`config.mk`:
```
export PLATFORM = sky130hd
export DESIGN_NAME = ps2_host_tx_flat
export DESIGN_NICKNAME = d
export VERILOG_FILES = /design/src/rtl/ps2_pkg.sv /design/src/rtl/ps2_host_tx_if.sv /design/src/rtl/ps2_line_sync.sv /design/src/rtl/ps2_host_tx.sv /design/src/flat_wrapper.sv
export SDC_FILE = /design/constraint.sdc
export NUM_CORES = 1
export LEC_CHECK = 0
export ABC_AREA = 1
export CAP_MARGIN = 0
export CORE_MARGIN = 5
export CORE_UTILIZATION = 51
export CTS_CLUSTER_DIAMETER = 60
export DETAILED_ROUTE_END_ITERATION = 12
export GPL_TIMING_DRIVEN = 0
export PLACE_DENSITY = 0.7
export SLEW_MARGIN = 5
export SYNTH_ARGS = -nofsm -noshare
export SYNTH_HDL_FRONTEND = slang
export SYNTH_HIERARCHICAL = 1
export SYNTH_SLANG_ARGS = --single-unit
export TNS_END_PERCENT = 1
```
`constraint.sdc`:
```
create_clock -name clk -period 1.6 [get_ports clk]
set_clock_uncertainty 0.1 [all_clocks]
set_input_delay 0.16 -clock clk [delete_from_list [all_inputs] [get_ports clk]]
set_output_delay 0.16 -clock clk [all_outputs]
set_load 0.1 [all_outputs]
```
`src/rtl/ps2_pkg.sv`:
```
// Shared types and constants for the PS/2 host transmit path.
package ps2_pkg;

    // Host-to-device transfer phases. StAck is kept in the encoding for the
    // receive side; the transmitter resolves the ack directly in StStop.
    typedef enum logic [2:0] {
        StIdle,
        StInhibit,
        StRts,
        StData,
        StParity,
        StStop,
        StAck,
        StRelease
    } ps2_tx_state_t;

    localparam logic [7:0] PS2_CMD_SET_LED = 8'hED;
    localparam logic [7:0] PS2_CMD_ECHO    = 8'hEE;
    localparam logic [7:0] PS2_CMD_RESET   = 8'hFF;
    localparam logic [7:0] PS2_ACK         = 8'hFA;

    // PS/2 frames carry odd parity over the eight data bits.
    function automatic logic odd_parity(logic [7:0] b);
        return ~^b;
    endfunction

endpackage

```
`src/rtl/ps2_host_tx_if.sv`:
```
// Command handshake between a host controller and the PS/2 transmitter.
interface ps2_host_tx_if;
    logic [7:0] tx_data;
    logic       tx_valid;
    logic       tx_ready;
    logic       done;
    logic       error;
    logic       rx_inhibit;

    modport master (
        output tx_data,
        output tx_valid,
        input  tx_ready,
        input  done,
        input  error,
        input  rx_inhibit
    );

    modport slave (
        input  tx_data,
        input  tx_valid,
        output tx_ready,
        output done,
        output error,
        output rx_inhibit
    );
endinterface

```
`src/rtl/ps2_line_sync.sv`:
```
// Two-flop synchroniser for one raw PS/2 line plus a registered falling-edge strobe.
module ps2_line_sync (
    input  logic clk,
    input  logic clrn,
    input  logic line_in,
    output logic level,
    output logic fall
);
    logic meta_q;
    logic sync_q;
    logic prev_q;
    logic fall_q;

    // Idle PS/2 lines are high, so the chain resets to 1 and no edge is seen at startup.
    always_ff @(posedge clk) begin
        if (!clrn) begin
            meta_q <= 1'b1;
            sync_q <= 1'b1;
            prev_q <= 1'b1;
            fall_q <= 1'b0;
        end else begin
            meta_q <= line_in;
            sync_q <= meta_q;
            prev_q <= sync_q;
            fall_q <= prev_q & ~sync_q;
        end
    end

    assign level = sync_q;
    assign fall  = fall_q;
endmodule

```
`src/rtl/ps2_host_tx.sv`:
```
// PS/2 host-to-device transmitter: request-to-send, 11-bit frame, ack and line release.
module ps2_host_tx
    import ps2_pkg::*;
#(
    parameter int unsigned CLK_FREQ_HZ    = 50_000_000,
    parameter int unsigned INHIBIT_CYCLES = 6000,
    parameter int unsigned TIMEOUT_CYCLES = 750_000
) (
    input  logic          clk,
    input  logic          clrn,
    ps2_host_tx_if.slave  tx,
    input  logic          ps2_clk_in,
    input  logic          ps2_data_in,
    output logic          ps2_clk_oe,
    output logic          ps2_data_oe
);
    // Never hold the clock low for less than the 100 us a device needs to notice.
    localparam int unsigned InhibitMin  = CLK_FREQ_HZ / 10_000;
    localparam int unsigned InhibitReq  = (INHIBIT_CYCLES > InhibitMin) ? INHIBIT_CYCLES
                                                                        : InhibitMin;
    localparam int unsigned InhibitLen  = (InhibitReq > 2) ? InhibitReq : 2;
    localparam int unsigned CntMax      = (TIMEOUT_CYCLES > InhibitLen) ? TIMEOUT_CYCLES
                                                                        : InhibitLen;
    localparam int unsigned CntW        = $clog2(CntMax + 1);
    localparam logic [CntW-1:0] InhibitLast = CntW'(InhibitLen - 1);
    localparam logic [CntW-1:0] TimeoutLast = CntW'(TIMEOUT_CYCLES - 1);

    ps2_tx_state_t   state_q;
    logic [CntW-1:0] cnt_q;
    logic [3:0]      bit_cnt_q;
    logic [7:0]      shift_q;
    logic            parity_q;
    logic            clk_oe_q;
    logic            data_oe_q;
    logic            done_q;
    logic            error_q;

    logic clk_level;
    logic clk_fall;
    logic data_level;
    logic unused_data_fall;
    logic waiting;

    ps2_line_sync u_clk_sync (
        .clk     (clk),
        .clrn    (clrn),
        .line_in (ps2_clk_in),
        .level   (clk_level),
        .fall    (clk_fall)
    );

    ps2_line_sync u_data_sync (
        .clk     (clk),
        .clrn    (clrn),
        .line_in (ps2_data_in),
        .level   (data_level),
        .fall    (unused_data_fall)
    );

    // States in which the device owns the clock and a stall must time out.
    assign waiting = state_q inside {StRts, StData, StParity, StStop, StRelease};

    // Transfer sequencer; all line drives and pulses are registered here.
    always_ff @(posedge clk) begin
        if (!clrn) begin
            state_q   <= StIdle;
            cnt_q     <= '0;
            bit_cnt_q <= '0;
            shift_q   <= '0;
            parity_q  <= 1'b0;
            clk_oe_q  <= 1'b0;
            data_oe_q <= 1'b0;
            done_q    <= 1'b0;
            error_q   <= 1'b0;
        end else begin
            done_q  <= 1'b0;
            error_q <= 1'b0;
            if (waiting && cnt_q == TimeoutLast) begin
                clk_oe_q  <= 1'b0;
                data_oe_q <= 1'b0;
                error_q   <= 1'b1;
                cnt_q     <= '0;
                state_q   <= StIdle;
            end else begin
                if (waiting) begin
                    cnt_q <= clk_fall ? '0 : cnt_q + CntW'(1);
                end
                case (state_q)
                    StIdle: begin
                        clk_oe_q  <= 1'b0;
                        data_oe_q <= 1'b0;
                        cnt_q     <= '0;
                        if (tx.tx_valid) begin
                            shift_q  <= tx.tx_data;
                            parity_q <= odd_parity(tx.tx_data);
                            clk_oe_q <= 1'b1;
                            state_q  <= StInhibit;
                        end
                    end
                    StInhibit: begin
                        if (cnt_q == InhibitLast) begin
                            clk_oe_q <= 1'b0;
                            cnt_q    <= '0;
                            state_q  <= StRts;
                        end else begin
                            cnt_q <= cnt_q + CntW'(1);
                            // Start bit goes out one cycle before the clock is released.
                            if (cnt_q == InhibitLast - CntW'(1)) begin
                                data_oe_q <= 1'b1;
                            end
                        end
                    end
                    StRts: begin
                        if (clk_fall) begin
                            data_oe_q <= ~shift_q[0];
                            shift_q   <= shift_q >> 1;
                            bit_cnt_q <= 4'd1;
                            state_q   <= StData;
                        end
                    end
                    StData: begin
                        if (clk_fall) begin
                            if (bit_cnt_q == 4'd8) begin
                                data_oe_q <= ~parity_q;
                                state_q   <= StParity;
                            end else begin
                                data_oe_q <= ~shift_q[0];
                                shift_q   <= shift_q >> 1;
                                bit_cnt_q <= bit_cnt_q + 4'd1;
                            end
                        end
                    end
                    StParity: begin
                        if (clk_fall) begin
                            data_oe_q <= 1'b0;
                            state_q   <= StStop;
                        end
                    end
                    StStop: begin
                        if (clk_fall) begin
                            if (!data_level) begin
                                state_q <= StRelease;
                            end else begin
                                error_q <= 1'b1;
                                cnt_q   <= '0;
                                state_q <= StIdle;
                            end
                        end
                    end
                    StRelease: begin
                        if (clk_level && data_level) begin
                            done_q  <= 1'b1;
                            cnt_q   <= '0;
                            state_q <= StIdle;
                        end
                    end
                    default: begin
                        clk_oe_q  <= 1'b0;
                        data_oe_q <= 1'b0;
                        state_q   <= StIdle;
                    end
                endcase
            end
        end
    end

    assign tx.tx_ready   = (state_q == StIdle);
    assign tx.rx_inhibit = (state_q != StIdle);
    assign tx.done       = done_q;
    assign tx.error      = error_q;
    assign ps2_clk_oe    = clk_oe_q;
    assign ps2_data_oe   = data_oe_q;
endmodule

```
`src/flat_wrapper.sv`:
```
// flat-port wrapper written by rule: the top's interface ports become plain ports
module ps2_host_tx_flat import ps2_pkg::*;
#(
    parameter int unsigned CLK_FREQ_HZ    = 50_000_000,
    parameter int unsigned INHIBIT_CYCLES = 6000,
    parameter int unsigned TIMEOUT_CYCLES = 750_000
)
  (clk, clrn, ps2_clk_in, ps2_data_in, ps2_clk_oe, ps2_data_oe, tx_tx_data, tx_tx_valid, tx_tx_ready, tx_done, tx_error, tx_rx_inhibit);
  ps2_host_tx_if tx_i ();
  input  logic clk;
  input  logic clrn;
  input  logic ps2_clk_in;
  input  logic ps2_data_in;
  output logic ps2_clk_oe;
  output logic ps2_data_oe;
  input wire logic [$bits(tx_i.tx_data)-1:0] tx_tx_data;
  input wire logic [$bits(tx_i.tx_valid)-1:0] tx_tx_valid;
  output wire logic [$bits(tx_i.tx_ready)-1:0] tx_tx_ready;
  output wire logic [$bits(tx_i.done)-1:0] tx_done;
  output wire logic [$bits(tx_i.error)-1:0] tx_error;
  output wire logic [$bits(tx_i.rx_inhibit)-1:0] tx_rx_inhibit;
  assign tx_i.tx_data = tx_tx_data;
  assign tx_i.tx_valid = tx_tx_valid;
  assign tx_tx_ready = tx_i.tx_ready;
  assign tx_done = tx_i.done;
  assign tx_error = tx_i.error;
  assign tx_rx_inhibit = tx_i.rx_inhibit;
  ps2_host_tx #(.CLK_FREQ_HZ(CLK_FREQ_HZ), .INHIBIT_CYCLES(INHIBIT_CYCLES), .TIMEOUT_CYCLES(TIMEOUT_CYCLES)) u_core (.clk(clk), .clrn(clrn), .tx(tx_i), .ps2_clk_in(ps2_clk_in), .ps2_data_in(ps2_data_in), .ps2_clk_oe(ps2_clk_oe), .ps2_data_oe(ps2_data_oe));
endmodule
```
==> flow_metrics.py <==
metrics = {
    "cts": {
        "cts_root_buf": "clkbuf_8",
        "ctsLongestPathBuffers": 2,
        "path_clk_slew_ns": 0.09,
        "cts_made_buffers": 5,
        "clock_sinks": 46,
        "clk_latency_ns": 0.30,
        "htree_levels": 2,
        "cts_tree": "built",
    },
    "worst_setup_path": {
        "worstPathCellList": "buf_2 -> nor3_1 -> nand2_1 -> nor2_4 -> nand2_4 -> buf_4 -> nand2_2 -> nand2_1 -> a21oi_1",
        "critPathMaxFanout": 9,
        "cpMaxStageDelayCell": "nor3_1",
        "critPathBufInv": 2,
        "end_kind": "flip-flop",
        "cp.arrival_ns": 1.92,
        "worst_path_dominant_cell_family": "simple AND/OR/NAND/NOR gates",
        "worst-setup-path-type": "reg2reg",
        "critical_path.most_common_cell": "nand2_1",
        "r2r_setup_slack_ns": -0.18,
        "crit_required_ns": 1.73,
        "start_kind": "flip-flop",
        "slowest_delay_ns": 0.31,
    },
    "drt": {
        "vias": 3037,
        "drtIter0Drc": 192,
        "drcViolationCount": 0,
        "vias_per_cell": 5.33,
        "wirelength_um": 7690,
        "first_pass_iters": 7,
        "wire_per_inst_um": 13.5,
        "antenna_left": 0,
    },
    "global_route": {
        "use_met1_pct": 25.6,
        "grt_antenna_before_repair": 0,
        "grt_pass1_vias": 2738,
        "grt.total_usage_pct": 20.2,
        "grt_max_degree": 15,
        "overflow": 0,
        "grt_busiest_layer": "met2",
        "met3_usage_pct": 3.73,
        "grt_pass1_wl_um": 12200,
        "met2_usage_pct": 34.6,
    },
    "worst_hold_path": {
        "hold_class": "in2reg",
    },
    "placement": {
        "hpwl_um": 5100,
        "port_buffers": 18,
        "pre_cts_ws_ns": -0.573,
        "place.gp.congestion": 0.839,
    },
    "finish": {
        "fin_nets": 514,
        "fin_util_pct": 68.9,
        "areaGrowthSynthToFinish_pct": 32.3,
        "seq_area_um2": 965,
        "drive_above_1_share_pct": 28.1,
        "multiInputGateArea_mm2": 0.00197,
        "fillers": 487,
        "n_antenna_cell": 0,
    },
    "sta": {
        "slew_headroom_pct": 63.2,
        "fin_crit_sh_pct": 111,
        "setup-violations-final": 39,
        "setup_tns_ns": -5.24,
        "grt_setup_unrepaired": "true",
        "final-hold-violation-count": 0,
        "fin_ws_ns": -0.184,
        "finalCriticalPeriod_ns": 1.78,
        "max_freq_mhz": 561,
        "finalMaxSlewViolations": 0,
        "worstMarginPinSlew_ns": 0.554,
    },
    "floorplan": {
        "die_area_mm2": 0.00718,
        "dieHeight_um": 84.8,
        "coreArea_mm2": 0.00547,
        "die_width_um": 84.8,
        "start_util_pct": 52.1,
        "rows": 27,
        "io_pins": 19,
    },
    "logic_synthesis": {
        "synthCells": 454,
        "synth_area_mm2": 0.00285,
        "syn_nets": 471,
        "ys_warn_count": 6,
        "avgSynthCellArea_um2": 6.28,
    },
    "pwr": {
        "ir_drop_mv": 2.42,
        "switching_power_mw": 2.38,
        "power_density_mw_per_mm2": 1330,
        "p_leak_nw": 1.54,
        "combPwrFrac_pct": 56.2,
        "swShare_pct": 47.5,
        "p_int_mw": 2.63,
        "finalPower_mw": 5.01,
        "power.share.clock_pct": 14.4,
        "seqPwrFrac_pct": 29.4,
    },
    "status": {
        "violations": "setup timing",
        "status": "finished with violations",
    },
    "run": {
        "cap_violations": 0,
    },
}
layout by cell type (no fill, tap or decap), types with 2 or more instances in the layout:
cell type,instances
dfxtp_1,29
clkbuf_8,5
dfxtp_4,9
nor2_1,35
inv_4,3
o21ai_0,7
clkbuf_1,2
or2_0,3
nand2_2,15
inv_1,43
dfxtp_2,8
nor2_4,14
clkdlybuf4s15_2,4
or2_2,2
nor2_2,10
nand2_1,118
a21oi_1,24
clkdlybuf4s50_1,12
nand4_1,17
o211ai_1,6
nor3_1,8
ha_4,2
buf_6,7
nor3_2,3
ha_1,2
buf_4,19
inv_2,6
xnor2_1,6
nand3_2,4
a21oi_2,5
nand3_4,3
nand3_1,36
xor2_1,7
nand2_4,8
cell type report:
| cell class | count | area share, % |
|---|---|---|
| Sequential cell | 46 | 25.6 |
| Multi-Input combinational cell | 342 | 52.1 |
| Buffer | 11 | 2.65 |
| Inverter | 54 | 5.87 |
| Tap cell | 72 | 2.39 |
| Clock buffer | 6 | 1.92 |
| Timing Repair Buffer | 37 | 9.09 |
| Clock inverter | 2 | 0.365 |
sequential cells by signal (all words and copies together) (netlist names):
| name | cells |
|---|---|
| u_core/u_clk_sync/fall | 1 |
| u_core/u_clk_sync/prev_q | 1 |
| u_core/u_data_sync/level | 1 |
| u_core/u_clk_sync/meta_q | 1 |
| u_core/cnt_q | 20 |
| u_core/state_q | 3 |
| u_core/u_clk_sync/level | 1 |
| u_core/parity_q | 1 |
| u_core/u_data_sync/meta_q | 1 |
| u_core/bit_cnt_q | 4 |
| u_core/ps2_clk_oe | 1 |
| u_core/shift_q | 8 |
| u_core/tx.done | 1 |
| u_core/ps2_data_oe | 1 |
| u_core/tx.error | 1 |
layer usage:
layer  routed length, µm  share of wire [%]
met1                3320                 43
met2                3830                 50
met3                 397                5.2
met4                 132                1.7
met5                   0                  0
power by group through the flow:
| stage | logic (mW) | registers (mW) | clock network, mW |
|---|---|---|---|
| CTS | 2.48 | 1.46 | 0.744 |
| global placement | 2.24 | 1.46 | 0 |
| finish | 2.82 | 1.47 | 0.720 |
| global route | 3.09 | 1.50 | 0.795 |
| detailed placement | 2.27 | 1.46 | 0 |
| floorplan | 1.70 | 1.53 | 0 |
what timing repair did:
action                     4_1_cts  5_1_grt
pin swaps                        4       16
setup endpoints to repair       45       41
hold endpoints to repair         0        0
resized for setup               63       97
hold buffers                     0        0
buffers inserted                 4       15
stage by stage:
stage / hold slack (ns) / std cells / cell area, µm²
5_1_grt: 0.293 / 570 / 3770
4_1_cts: 0.284 / 556 / 3370
2_1_floorplan: 0.129 / 454 / 2860
3_5_place_dp: 0.289 / 544 / 3130
6_report: 0.287 / 570 / 3770
3_3_place_gp: 0.283 / 544 / 3130
worst min-delay path, delay by kind of cell:
kind                   cells  cell delay (ns)
buffers and inverters      2             0.45
and+or+nand+nor            1             0.04
path summary, 6_finish.rpt:
kind,cells after the start,from,to
worst max-delay path,9,u_core/cnt_q[11],u_core/bit_cnt_q[1]
worst min register to register,2,u_core/u_data_sync/meta_q,u_core/u_data_sync/level
worst max register to register,9,u_core/cnt_q[11],u_core/bit_cnt_q[1]
worst min-delay path,3,ps2_data_in,u_core/u_data_sync/meta_q
Note: power is estimated with default switching activity, not from simulation.
